## config.mk

```make
export PLATFORM = sky130hd
export DESIGN_NAME = gat_feat_reader
export DESIGN_NICKNAME = d
export VERILOG_FILES = /design/src/rtl/gat_pkg.sv /design/src/rtl/gat_sync_fifo.sv /design/src/rtl/gat_feat_reader.sv
export SDC_FILE = /design/constraint.sdc
export NUM_CORES = 1
export LEC_CHECK = 0
export ABC_AREA = 1
export ABC_CLOCK_PERIOD_IN_PS = 3590
export BUFFER_PORTS_ARGS = -buffer_cell sky130_fd_sc_hd__clkbuf_2
export CAP_MARGIN = 20
export CORE_UTILIZATION = 35
export CTS_CLUSTER_SIZE = 16
export DETAILED_ROUTE_END_ITERATION = 8
export PLACE_DENSITY = 0.58
export SLEW_MARGIN = 10
export SYNTH_ARGS = -nofsm -noshare
export SYNTH_HDL_FRONTEND = slang
export SYNTH_HIERARCHICAL = 1
export SYNTH_SLANG_ARGS = --single-unit
```

## constraint.sdc

```tcl
create_clock -name clk -period 3.59 [get_ports clk]
set_input_delay 0.5385 -clock clk [delete_from_list [all_inputs] [get_ports clk]]
set_output_delay 0.5385 -clock clk [all_outputs]
set_load 0.02 [all_outputs]
```

## src/rtl/gat_pkg.sv

```systemverilog
// Shared types and width helpers for the GAT feature readout path.
package gat_pkg;

    // Readout frame sequencing.
    typedef enum logic [1:0] {
        ST_IDLE,
        ST_READ,
        ST_DRAIN,
        ST_DONE
    } state_t;

    // Word-index width for a memory of the given depth (at least 1 bit).
    function automatic int unsigned addr_w(input int unsigned depth);
        return (depth > 1) ? $clog2(depth) : 1;
    endfunction

    // Width able to hold 0..fifo_depth, used for credits and FIFO occupancy.
    function automatic int unsigned credit_w(input int unsigned fifo_depth);
        return $clog2(fifo_depth + 1);
    endfunction

endpackage

```

## src/rtl/gat_sync_fifo.sv

```systemverilog
// Synchronous first-word-fall-through FIFO with occupancy count.
// The writer is responsible for never writing when the FIFO is full.
module gat_sync_fifo
    import gat_pkg::*;
#(
    parameter int W     = 32,
    parameter int DEPTH = 4
) (
    input  logic                         i_clk,
    input  logic                         i_rst,
    input  logic                         i_wr_en,
    input  logic [W-1:0]                 i_wr_data,
    input  logic                         i_rd_en,
    output logic [W-1:0]                 o_rd_data,
    output logic                         o_empty,
    output logic [credit_w(DEPTH)-1:0]   o_count
);
    localparam int PW = $clog2(DEPTH);
    localparam int CW = credit_w(DEPTH);

    logic [W-1:0]  r_mem [DEPTH];
    logic [PW-1:0] r_wr_ptr;
    logic [PW-1:0] r_rd_ptr;
    logic [CW-1:0] r_count;
    logic          w_rd;

    assign o_empty   = (r_count == '0);
    assign o_count   = r_count;
    assign w_rd      = i_rd_en && !o_empty;
    assign o_rd_data = o_empty ? '0 : r_mem[r_rd_ptr];

    // Storage array: data only, no reset needed.
    always_ff @(posedge i_clk) begin
        if (i_wr_en) begin
            r_mem[r_wr_ptr] <= i_wr_data;
        end
    end

    // Pointers and occupancy; simultaneous write and read keep the count.
    always_ff @(posedge i_clk or posedge i_rst) begin
        if (i_rst) begin
            r_wr_ptr <= '0;
            r_rd_ptr <= '0;
            r_count  <= '0;
        end else begin
            if (i_wr_en) r_wr_ptr <= r_wr_ptr + 1'b1;
            if (w_rd)    r_rd_ptr <= r_rd_ptr + 1'b1;
            case ({i_wr_en, w_rd})
                2'b10:   r_count <= r_count + 1'b1;
                2'b01:   r_count <= r_count - 1'b1;
                default: r_count <= r_count;
            endcase
        end
    end

endmodule

```

## src/rtl/gat_feat_reader.sv

```systemverilog
// Walks the new-feature BRAM after gat_ready rises and streams every word
// out on a valid/ready interface; reads are credit-limited so the output
// FIFO can always absorb the data still in the BRAM read pipeline.
module gat_feat_reader
    import gat_pkg::*;
#(
    parameter int NEW_FEATURE_WIDTH = 32,
    parameter int NUM_SUBGRAPHS     = 2708,
    parameter int NUM_FEATURE_OUT   = 16,
    parameter int READ_LATENCY      = 2,
    parameter int FIFO_DEPTH        = 4,
    localparam int NEW_FEATURE_DEPTH  = NUM_SUBGRAPHS * NUM_FEATURE_OUT,
    localparam int NEW_FEATURE_ADDR_W = addr_w(NEW_FEATURE_DEPTH)
) (
    input  logic                            clk,
    input  logic                            rst,
    input  logic                            gat_ready,
    output logic [NEW_FEATURE_ADDR_W+1:0]   feat_bram_addrb,
    input  logic [NEW_FEATURE_WIDTH-1:0]    feat_bram_dout,
    output logic [NEW_FEATURE_WIDTH-1:0]    m_tdata,
    output logic                            m_tvalid,
    input  logic                            m_tready,
    output logic                            m_tlast,
    output logic                            busy,
    output logic                            frame_done
);
    localparam int AW  = NEW_FEATURE_ADDR_W;
    localparam int CW  = credit_w(FIFO_DEPTH);
    localparam int FCW = addr_w(NUM_FEATURE_OUT);

    state_t                  r_state;
    state_t                  w_next;
    logic                    r_gat_prev;
    logic [AW+1:0]           r_addr;
    logic [CW-1:0]           r_outst;
    logic [READ_LATENCY-1:0] r_vld_pipe;
    logic [FCW-1:0]          r_feat_cnt;

    logic                    w_rise;
    logic                    w_issue;
    logic                    w_retire;
    logic                    w_pop;
    logic                    w_last_word;
    logic                    w_credit_ok;
    logic                    w_fifo_empty;
    logic [CW-1:0]           w_fifo_count;

    assign w_rise      = gat_ready && !r_gat_prev;
    assign w_retire    = r_vld_pipe[READ_LATENCY-1];
    assign w_last_word = (r_addr[AW+1:2] == AW'(NEW_FEATURE_DEPTH - 1));
    // Reads in flight plus words already buffered must leave a free slot.
    assign w_credit_ok = (({1'b0, r_outst} + {1'b0, w_fifo_count}) < (CW+1)'(FIFO_DEPTH));
    assign m_tvalid    = !w_fifo_empty;
    assign w_pop       = m_tvalid && m_tready;
    assign m_tlast     = m_tvalid && (r_feat_cnt == FCW'(NUM_FEATURE_OUT - 1));
    assign feat_bram_addrb = r_addr;

    gat_sync_fifo #(
        .W     (NEW_FEATURE_WIDTH),
        .DEPTH (FIFO_DEPTH)
    ) u_fifo (
        .i_clk     (clk),
        .i_rst     (rst),
        .i_wr_en   (w_retire),
        .i_wr_data (feat_bram_dout),
        .i_rd_en   (w_pop),
        .o_rd_data (m_tdata),
        .o_empty   (w_fifo_empty),
        .o_count   (w_fifo_count)
    );

    // Next-state, read issue and status outputs. DRAIN leaves on the edge
    // that accepts the final beat so busy falls as frame_done rises.
    always_comb begin
        w_next     = r_state;
        w_issue    = 1'b0;
        busy       = 1'b0;
        frame_done = 1'b0;
        case (r_state)
            ST_IDLE: begin
                if (w_rise) w_next = ST_READ;
            end
            ST_READ: begin
                busy    = 1'b1;
                w_issue = w_credit_ok;
                if (w_issue && w_last_word) w_next = ST_DRAIN;
            end
            ST_DRAIN: begin
                busy = 1'b1;
                if (r_outst == '0 &&
                    (w_fifo_empty || (w_fifo_count == CW'(1) && w_pop)))
                    w_next = ST_DONE;
            end
            ST_DONE: begin
                frame_done = 1'b1;
                w_next     = ST_IDLE;
            end
            default: w_next = ST_IDLE;
        endcase
    end

    // State register and gat_ready edge detector.
    always_ff @(posedge clk or posedge rst) begin
        if (rst) begin
            r_state    <= ST_IDLE;
            r_gat_prev <= 1'b0;
        end else begin
            r_state    <= w_next;
            r_gat_prev <= gat_ready;
        end
    end

    // Byte address: advances one word per issue, rewinds when the frame ends.
    always_ff @(posedge clk or posedge rst) begin
        if (rst) begin
            r_addr <= '0;
        end else if (w_issue) begin
            r_addr <= r_addr + (AW+2)'(4);
        end else if (r_state == ST_DONE) begin
            r_addr <= '0;
        end
    end

    // Outstanding-read credit count and BRAM latency valid pipeline.
    always_ff @(posedge clk or posedge rst) begin
        if (rst) begin
            r_outst    <= '0;
            r_vld_pipe <= '0;
        end else begin
            r_vld_pipe <= (r_vld_pipe << 1) | READ_LATENCY'(w_issue);
            case ({w_issue, w_retire})
                2'b10:   r_outst <= r_outst + 1'b1;
                2'b01:   r_outst <= r_outst - 1'b1;
                default: r_outst <= r_outst;
            endcase
        end
    end

    // Feature-within-node counter driving m_tlast.
    always_ff @(posedge clk or posedge rst) begin
        if (rst) begin
            r_feat_cnt <= '0;
        end else if (w_pop) begin
            if (r_feat_cnt == FCW'(NUM_FEATURE_OUT - 1)) r_feat_cnt <= '0;
            else                                          r_feat_cnt <= r_feat_cnt + 1'b1;
        end
    end

endmodule
```

==> run summary, run 1 <==
outcome = complete, no violations
Max Clk Rate = 366 MHz
filler cell count = 2014
antenna-violating nets left = 0
drt pass-1 iters = 4
Reg2Reg Setup Slack = 1.25 ns
Final period util = 76.0%
Iter 0 DRT Violations = 319
Final Hold Fails = 0
Ant. Diodes = 0
Psw = 2.94 mW
share of cells above drive strength 1 = 22.4%
post-route setup TNS = 0 ns
total of max-cap violations = 0
Remaining DRCs = 0
clk_skew = 0.00652 ns
data required time at the worst endpoint = 3.05 ns
Clock Power Share = 26.2%
die width = 150 um
final wirelength = 16200 um
Yosys reg bits = 163
worst-path fanout max = 36
Via density = 4.55
switching share of power = 40.8%
clock sinks = 163
Internal = 4.27 mW
Mapped Area = 0.00761 mm^2
via count = 5270
antenna violations before repair = 0
Row Count = 53
Initial Util = 36.0%
CP max stage cell = inv_2
CP arrival = 2.19 ns
Top Ports = 90
CTS Hold Buffers Added = 0
Die ar. = 0.0224 mm^2
Final #Nets = 924
Setup Buffers After CTS = 0
post-placement setup slack = 1.28 ns
Peak supply drop = 0.000372 V
P per Cell Area = 807 mW/mm^2
sequential power share = 34.9%
HPWL Detailed = 9840 um
htree depth = 4
Comb power frac = 38.9%
PortBufs = 87
Slew Limit Fails = 0
Area Growth Syn to Fin = 17.4%
post-cts sizing count = 0
Die Y = 150 um
synth unique cells = 37
first-pass GRT wire length = 25600 um
RR Endpoint = u_fifo/o_count[2]$_DFFE_PP0P_
measured slew at the worst slew-check pin = 0.918 ns
cells after synthesis = 780
Core ar. = 0.0212 mm^2
CP peak stage delay = 0.49 ns
Total Routing Usage GR = 15.1%
RePlAce Congestion = 0.834
Seq/Total Area, Yosys = 62.0%
crit path time final = 2.73 ns
Slew HR = 38.7%
setup ws final = 0.860 ns
Min-Delay Path Class = primary input to asynchronous set/reset pin
WS Path Type = flip-flop to output port
routed length per instance = 14.0 um
Worst R2R Start = u_fifo/o_count[0]$_DFFE_PP0P_
leak pwr = 4.12 nW
unrepaired setup endpoints after global routing = no
Reg clk slew, reported paths = 0.07 ns
CP startpoint kind = flip-flop
Num CTS Buffers = 17
clk root buf = clkbuf_16
total grt overflow = 0
synthesized area per cell = 9.76 um^2
cell count of the worst reg-to-reg path = 15
crit path launch = u_fifo/r_rd_ptr[0]$_DFFE_PP0P_
clock latency on the worst-skew pair = 0.43 ns
Synth Warn # = 6
Sequential Area = 0.00472 mm^2
footprint of the multi-input gates = 0.00206 mm^2
worst path cell trace = inv_2 -> buf_4 -> nand2_1 -> nand3_1 -> a21oi_1 -> clkbuf_2
vias in the first global route = 4976
crit end category = output port
CTS tree = yes
worst-case clock buffer depth = 2
largest net degree at the start of global routing = 67
setup violators final = 0
layout make-up:
cell class | instances | share of cell area [%]
flip-flops and latches | 163 | 52.8
clock inverters | 14 | 2.07
inverters | 180 | 7.60
repair buffers | 99 | 5.88
multi-input cells | 410 | 23.0
well taps | 275 | 3.85
clock buffers | 18 | 4.80
power by group through the flow:
stage | clock network, mW | logic [mW] | registers, mW
floorplan | 0 | 2.03 | 2.53
global placement | 0 | 2.81 | 2.55
detailed placement | 0 | 2.84 | 2.56
CTS | 1.93 | 2.85 | 2.52
global route | 2.00 | 3.13 | 2.55
finish | 1.89 | 2.81 | 2.52
worst max-delay path: cells and delay by family, from the launching register on:
kind / cells / cell delay, ns
flip-flops: 1 / 0.41
AND/OR/NAND/NOR: 2 / 0.16
AO/OA/AOI/OAI: 1 / 0.13
buffers and inverters: 3 / 1.06
cell usage after synthesis (all sizes together):
cell type	n	area [um^2]
nand2	197	768
inv	178	671
edfxtp	128	3840
nand3	88	465
a21oi	40	200
dfrtp	35	876
nor2	24	113
buf	19	129
o21ai	17	96.3
ha	15	188
clkbuf	9	33.8
nand4	8	56.3
nor3	6	35.0
xnor2	5	43.8
clkinv	2	8.75
fa	2	40.0
o22ai	2	12.5
xor2	2	17.5
a21boi	1	7.51
conb	1	3.75
or2	1	6.26
logic make-up after synthesis:
logic type                 count (synthesis)  share of synthesized area, %
other                                      1                        0.0492
DFF                                      163                          62.0
and+or+nand+nor                          324                          19.0
xor gates and xnor gates                   7                         0.805
buffers and inverters                    208                          11.1
adders and majority gates                 17                          2.99
AOI/OAI and AO/OA                         60                          4.16
how the worst max path moves through the flow:
stage                                     to  cells past startpoint
4_1_cts                          m_tdata[29]                      6
3_5_place_dp   u_fifo/o_count[2]$_DFFE_PP0P_                     15
2_1_floorplan  u_fifo/o_count[2]$_DFFE_PP0P_                     16
5_1_grt                          m_tdata[29]                      6
6_report                         m_tdata[29]                      6
3_3_place_gp   u_fifo/o_count[2]$_DFFE_PP0P_                     15
cells in the final DEF (no fill, tap or decap), types with 2 or more instances in the layout:
cell type	synthesis	layout
a21oi_1	40	40
buf_4	7	12
bufinv_16	0	2
clkbuf_16	0	17
clkbuf_2	0	87
clkinv_4	0	2
conb_1	1	2
dfrtp_1	35	34
edfxtp_1	128	128
fa_1	2	2
ha_1	15	15
inv_1	132	132
inv_2	45	45
inv_6	0	4
inv_8	0	5
nand2_1	193	193
nand2_2	2	2
nand3_1	83	83
nand3_2	5	5
nand4_1	7	7
nor2_1	19	19
nor2_2	3	3
nor2_4	2	2
nor3_1	5	5
o21ai_0	9	9
o21ai_1	5	5
o21ai_2	3	3
o22ai_1	2	2
xnor2_1	5	5
xor2_1	2	2
flip-flops by register name (all words and copies together), names as in the netlist:
register         cells
u_fifo/o_count       3
u_fifo/r_wr_ptr      2
r_feat_cnt           4
r_gat_prev           1
r_vld_pipe           2
feat_bram_addrb     16
u_fifo/r_rd_ptr      2
r_outst              3
u_fifo/r_mem       128
r_state              2
metal layers:
layer  wire (um)  track usage [%]  share of wire, %  vias to the layer above
li1            -                -                 -                     2650
met3         872             3.84               5.4                       17
met5           0                0                 0                        -
met1        7230             18.6                45                     2479
met4         176             4.54               1.1                        0
met2        7930             25.9                49                      124
metrics by stage:
step | hold WS [ns] | util (%) | total power, mW | instance area (um^2) | std cells
finish | 0.0389 | 42.3 | 7.21 | 8940 | 1159
global route | 0.0674 | 42.3 | 7.69 | 8940 | 1159
CTS | 0.0432 | 42.3 | 7.30 | 8940 | 1159
detailed placement | 0.339 | 39.4 | 5.40 | 8330 | 1127
global placement | 0.333 | 39.4 | 5.36 | 8330 | 1127
floorplan | 0.331 | - | 4.56 | 7620 | 781
(Power assumes the default switching activity.)
==> inputs of run 2 (changes only) <==
--- a/config.mk
+++ b/config.mk
@@ -5,14 +5,14 @@
 export SDC_FILE = /design/constraint.sdc
 export NUM_CORES = 1
 export LEC_CHECK = 0
-export ABC_AREA = 1
-export ABC_CLOCK_PERIOD_IN_PS = 3590
+export ABC_AREA = 0
+export ABC_CLOCK_PERIOD_IN_PS = 2500
 export BUFFER_PORTS_ARGS = -buffer_cell sky130_fd_sc_hd__clkbuf_2
 export CAP_MARGIN = 20
 export CORE_UTILIZATION = 35
 export CTS_CLUSTER_SIZE = 16
 export DETAILED_ROUTE_END_ITERATION = 8
-export PLACE_DENSITY = 0.58
+export PLACE_DENSITY = 0.61
 export SLEW_MARGIN = 10
 export SYNTH_ARGS = -nofsm -noshare
 export SYNTH_HDL_FRONTEND = slang
==> constraint.sdc (replaced) <==
create_clock -name clk -period 2.5 [get_ports clk]
set_input_delay 0.375 -clock clk [delete_from_list [all_inputs] [get_ports clk]]
set_output_delay 0.375 -clock clk [all_outputs]
set_load 0.02 [all_outputs]
==> run 2 against run 1 <==
  * Utilization rose by 0.97 points
  * Sequential power rose by 49%
  * Register-to-register slack got worse by 0.83 ns
  * Routed wire length fell by 20%
  * Cell area fell by 8.6%
  * Clock skew rose by 0.0011 ns
  * Setup slack got worse by 0.65 ns
  * First-iteration DRC count fell by 34%
  * Die area fell by 10%
  * Critical endpoint is now m_tdata[26]
  * Count of clock-buffer cells in the layout rose by 1
==> run summary, run 2 <==
outcome = complete, no violations
CP arrival = 1.92 ns
CTS tree = yes
Final #Nets = 562
footprint of the multi-input gates = 0.00193 mm^2
Via density = 4.77
worst-case clock buffer depth = 2
share of cells above drive strength 1 = 33.7%
Slew HR = 65.8%
Worst Hold Depth = 1
largest net degree at the start of global routing = 33
Synth Warn # = 6
htree depth = 4
most frequent cells in the layout = edfxtp_1 (128), clkbuf_2 (87), nor2b_1 (34)
area leader, netlist = edfxtp_1
Post-synth EDFFs = 128
Core ar. = 0.0189 mm^2
vias in the first global route = 3984
Initial Util = 36.1%
leading cell type in the layout, fill and taps excluded = edfxtp_1
synth unique cells = 40
WS Path Type = flip-flop to output port
clk root buf = clkbuf_16
Peak supply drop = 0.000587 V
ranking of synthesized cells by area = edfxtp_1 (56%), dfrtp_1 (13%), mux4_2 (11%), nor2b_1 (3.1%), ha_1 (2.8%)
clk_skew = 0.00758 ns
fin util = 43.2%
Final period util = 91.8%
CP startpoint kind = flip-flop
synthesized area per cell = 16.8 um^2
antenna violations before repair = 0
max reg flops = 128
list of most frequent post-synthesis cells = edfxtp_1 (128), dfrtp_1 (35), nor2b_1 (34)
clock sinks = 163
Die ar. = 0.0201 mm^2
cells after synthesis = 406
Reg2Reg Setup Slack = 0.42 ns
Hold Crit Start = gat_ready
Mapped Area = 0.00682 mm^2
routed length per instance = 16.6 um
Final Hold Fails = 0
M1 wire length = 5700 um
Total Routing Usage GR = 14.1%
Die Y = 142 um
DR top layer = met4
hold endpoint = r_gat_prev$_DFF_PP0_
P per Cell Area = 1200 mW/mm^2
first-pass GRT wire length = 21000 um
measured slew at the worst slew-check pin = 0.513 ns
CP peak stage delay = 0.53 ns
data required time at the worst endpoint = 2.12 ns
crit end category = output port
Ant. Diodes = 0
Area Growth Syn to Fin = 19.7%
post-cts sizing count = 0
via count = 3734
count leader, synth = edfxtp_1
asr flop ratio synth = 21.5%
Worst R2R Start = u_fifo/o_count[0]$_DFFE_PP0P_
post-route setup TNS = 0 ns
Remaining DRCs = 0
drt pass-1 iters = 4
total of max-cap violations = 0
total grt overflow = 0
met2 wire len = 6590 um
RR Endpoint = u_fifo/o_count[2]$_DFFE_PP0P_
HPWL Detailed = 8180 um
worst path cell trace = buf_4 -> mux4_2 -> nor2b_1 -> clkbuf_2
worst-path fanout max = 10
Seq/Total Area, Yosys = 69.2%
Sequential Area = 0.00472 mm^2
Most flops, register = u_fifo/r_mem
Min-Delay Path Class = primary input to flip-flop
Reg clk slew, reported paths = 0.06 ns
filler cell count = 1750
Row Count = 50
PortBufs = 87
Yosys reg bits = 163
final wirelength = 13000 um
CP max stage cell = mux4_2
setup violators final = 0
die width = 142 um
leak pwr = 3.11 nW
Top Ports = 90
Iter 0 DRT Violations = 212
Max Clk Rate = 436 MHz
Slew Limit Fails = 0
antenna-violating nets left = 0
top_reg_cell synth = edfxtp_1
RePlAce Congestion = 0.738
final hold slack = 0.0866 ns
crit path time final = 2.29 ns
clock latency on the worst-skew pair = 0.42 ns
Num CTS Buffers = 17
Yosys top cell area share = 56.3%
unrepaired setup endpoints after global routing = no
cell count of the worst reg-to-reg path = 9
met3 routed WL = 456 um
run 2: changes by cell type in the layout (fill, tap and decap cells not counted), moves of 16 or more:
cell	previous run	this run
a21oi_1	40	4
inv_1	132	17
inv_2	45	0
mux4_2	0	32
nand2_1	193	15
nand3_1	83	10
nor2b_1	0	34
o21ai_0	9	25
run 2: cells by family (layout without fill, tap and decap cells):
family / count (synthesis) / after routing / synth area share, %
flip-flops: 163 / 163 / 69.2
adder cells (fa/ha/maj): 17 / 17 / 3.34
XOR/XNOR: 12 / 12 / 1.54
other: 1 / 2 / 0.0550
AND/OR/NAND/NOR: 96 / 96 / 8.11
buffers and inverters: 37 / 152 / 2.77
multiplexers: 37 / 37 / 11.4
AO/OA/AOI/OAI: 43 / 43 / 3.63
run 2: area by class of cell:
class	instances	share of cell area [%]
timing repair buffer	103	7.29
clock inverter	13	1.23
clock buffer	19	5.30
inverter	17	0.781
sequential	163	57.8
multi-input combinational	207	23.6
tap	260	3.98
run 2: worst max path at each step:
stage / cells after the start / end / startpoint
after global placement: 9 / r_outst[2]$_DFFE_PP0P_ / u_fifo/o_count[1]$_DFFE_PP0P_
final: 4 / m_tdata[26] / u_fifo/r_rd_ptr[0]$_DFFE_PP0P_
after global routing: 4 / m_tdata[26] / u_fifo/r_rd_ptr[0]$_DFFE_PP0P_
after detailed placement: 9 / r_outst[2]$_DFFE_PP0P_ / u_fifo/o_count[1]$_DFFE_PP0P_
after CTS: 4 / m_tdata[26] / u_fifo/r_rd_ptr[0]$_DFFE_PP0P_
after floorplan: 11 / u_fifo/o_count[2]$_DFFE_PP0P_ / u_fifo/o_count[0]$_DFFE_PP0P_
run 2: worst max-delay path: cells and delay by family (launching register included):
kind	cells	cell delay, ns
buffers and inverters	2	0.42
multiplexers	1	0.53
flip-flops	1	0.39
AND/OR/NAND/NOR	1	0.15
run 2: stage by stage:
step	cells	setup WS [ns]	power, mW	instance area, um^2
2_1_floorplan	407	0.0752	6.39	6830
3_3_place_gp	749	0.515	7.47	7630
3_5_place_dp	749	0.413	7.57	7630
4_1_cts	782	0.159	9.96	8170
5_1_grt	782	0.112	10.4	8170
6_report	782	0.206	9.78	8170
run 2: power by group:
| part | internal (mW) | switching (mW) |
|---|---|---|
| Clock | 1.28 | 1.07 |
| Sequential | 3.47 | 0.292 |
| Combinational | 1.56 | 2.12 |
run 2: metal layers:
metal	track usage, %	vias up
li1	-	1745
met1	18.0	1906
met2	23.1	67
met3	3.24	16
met4	6.40	0
met5	0	-
run 2: repair_timing:
item	in CTS	in global routing
hold endpoints to repair	10	0
hold buffers	1	0
buffers inserted	0	0
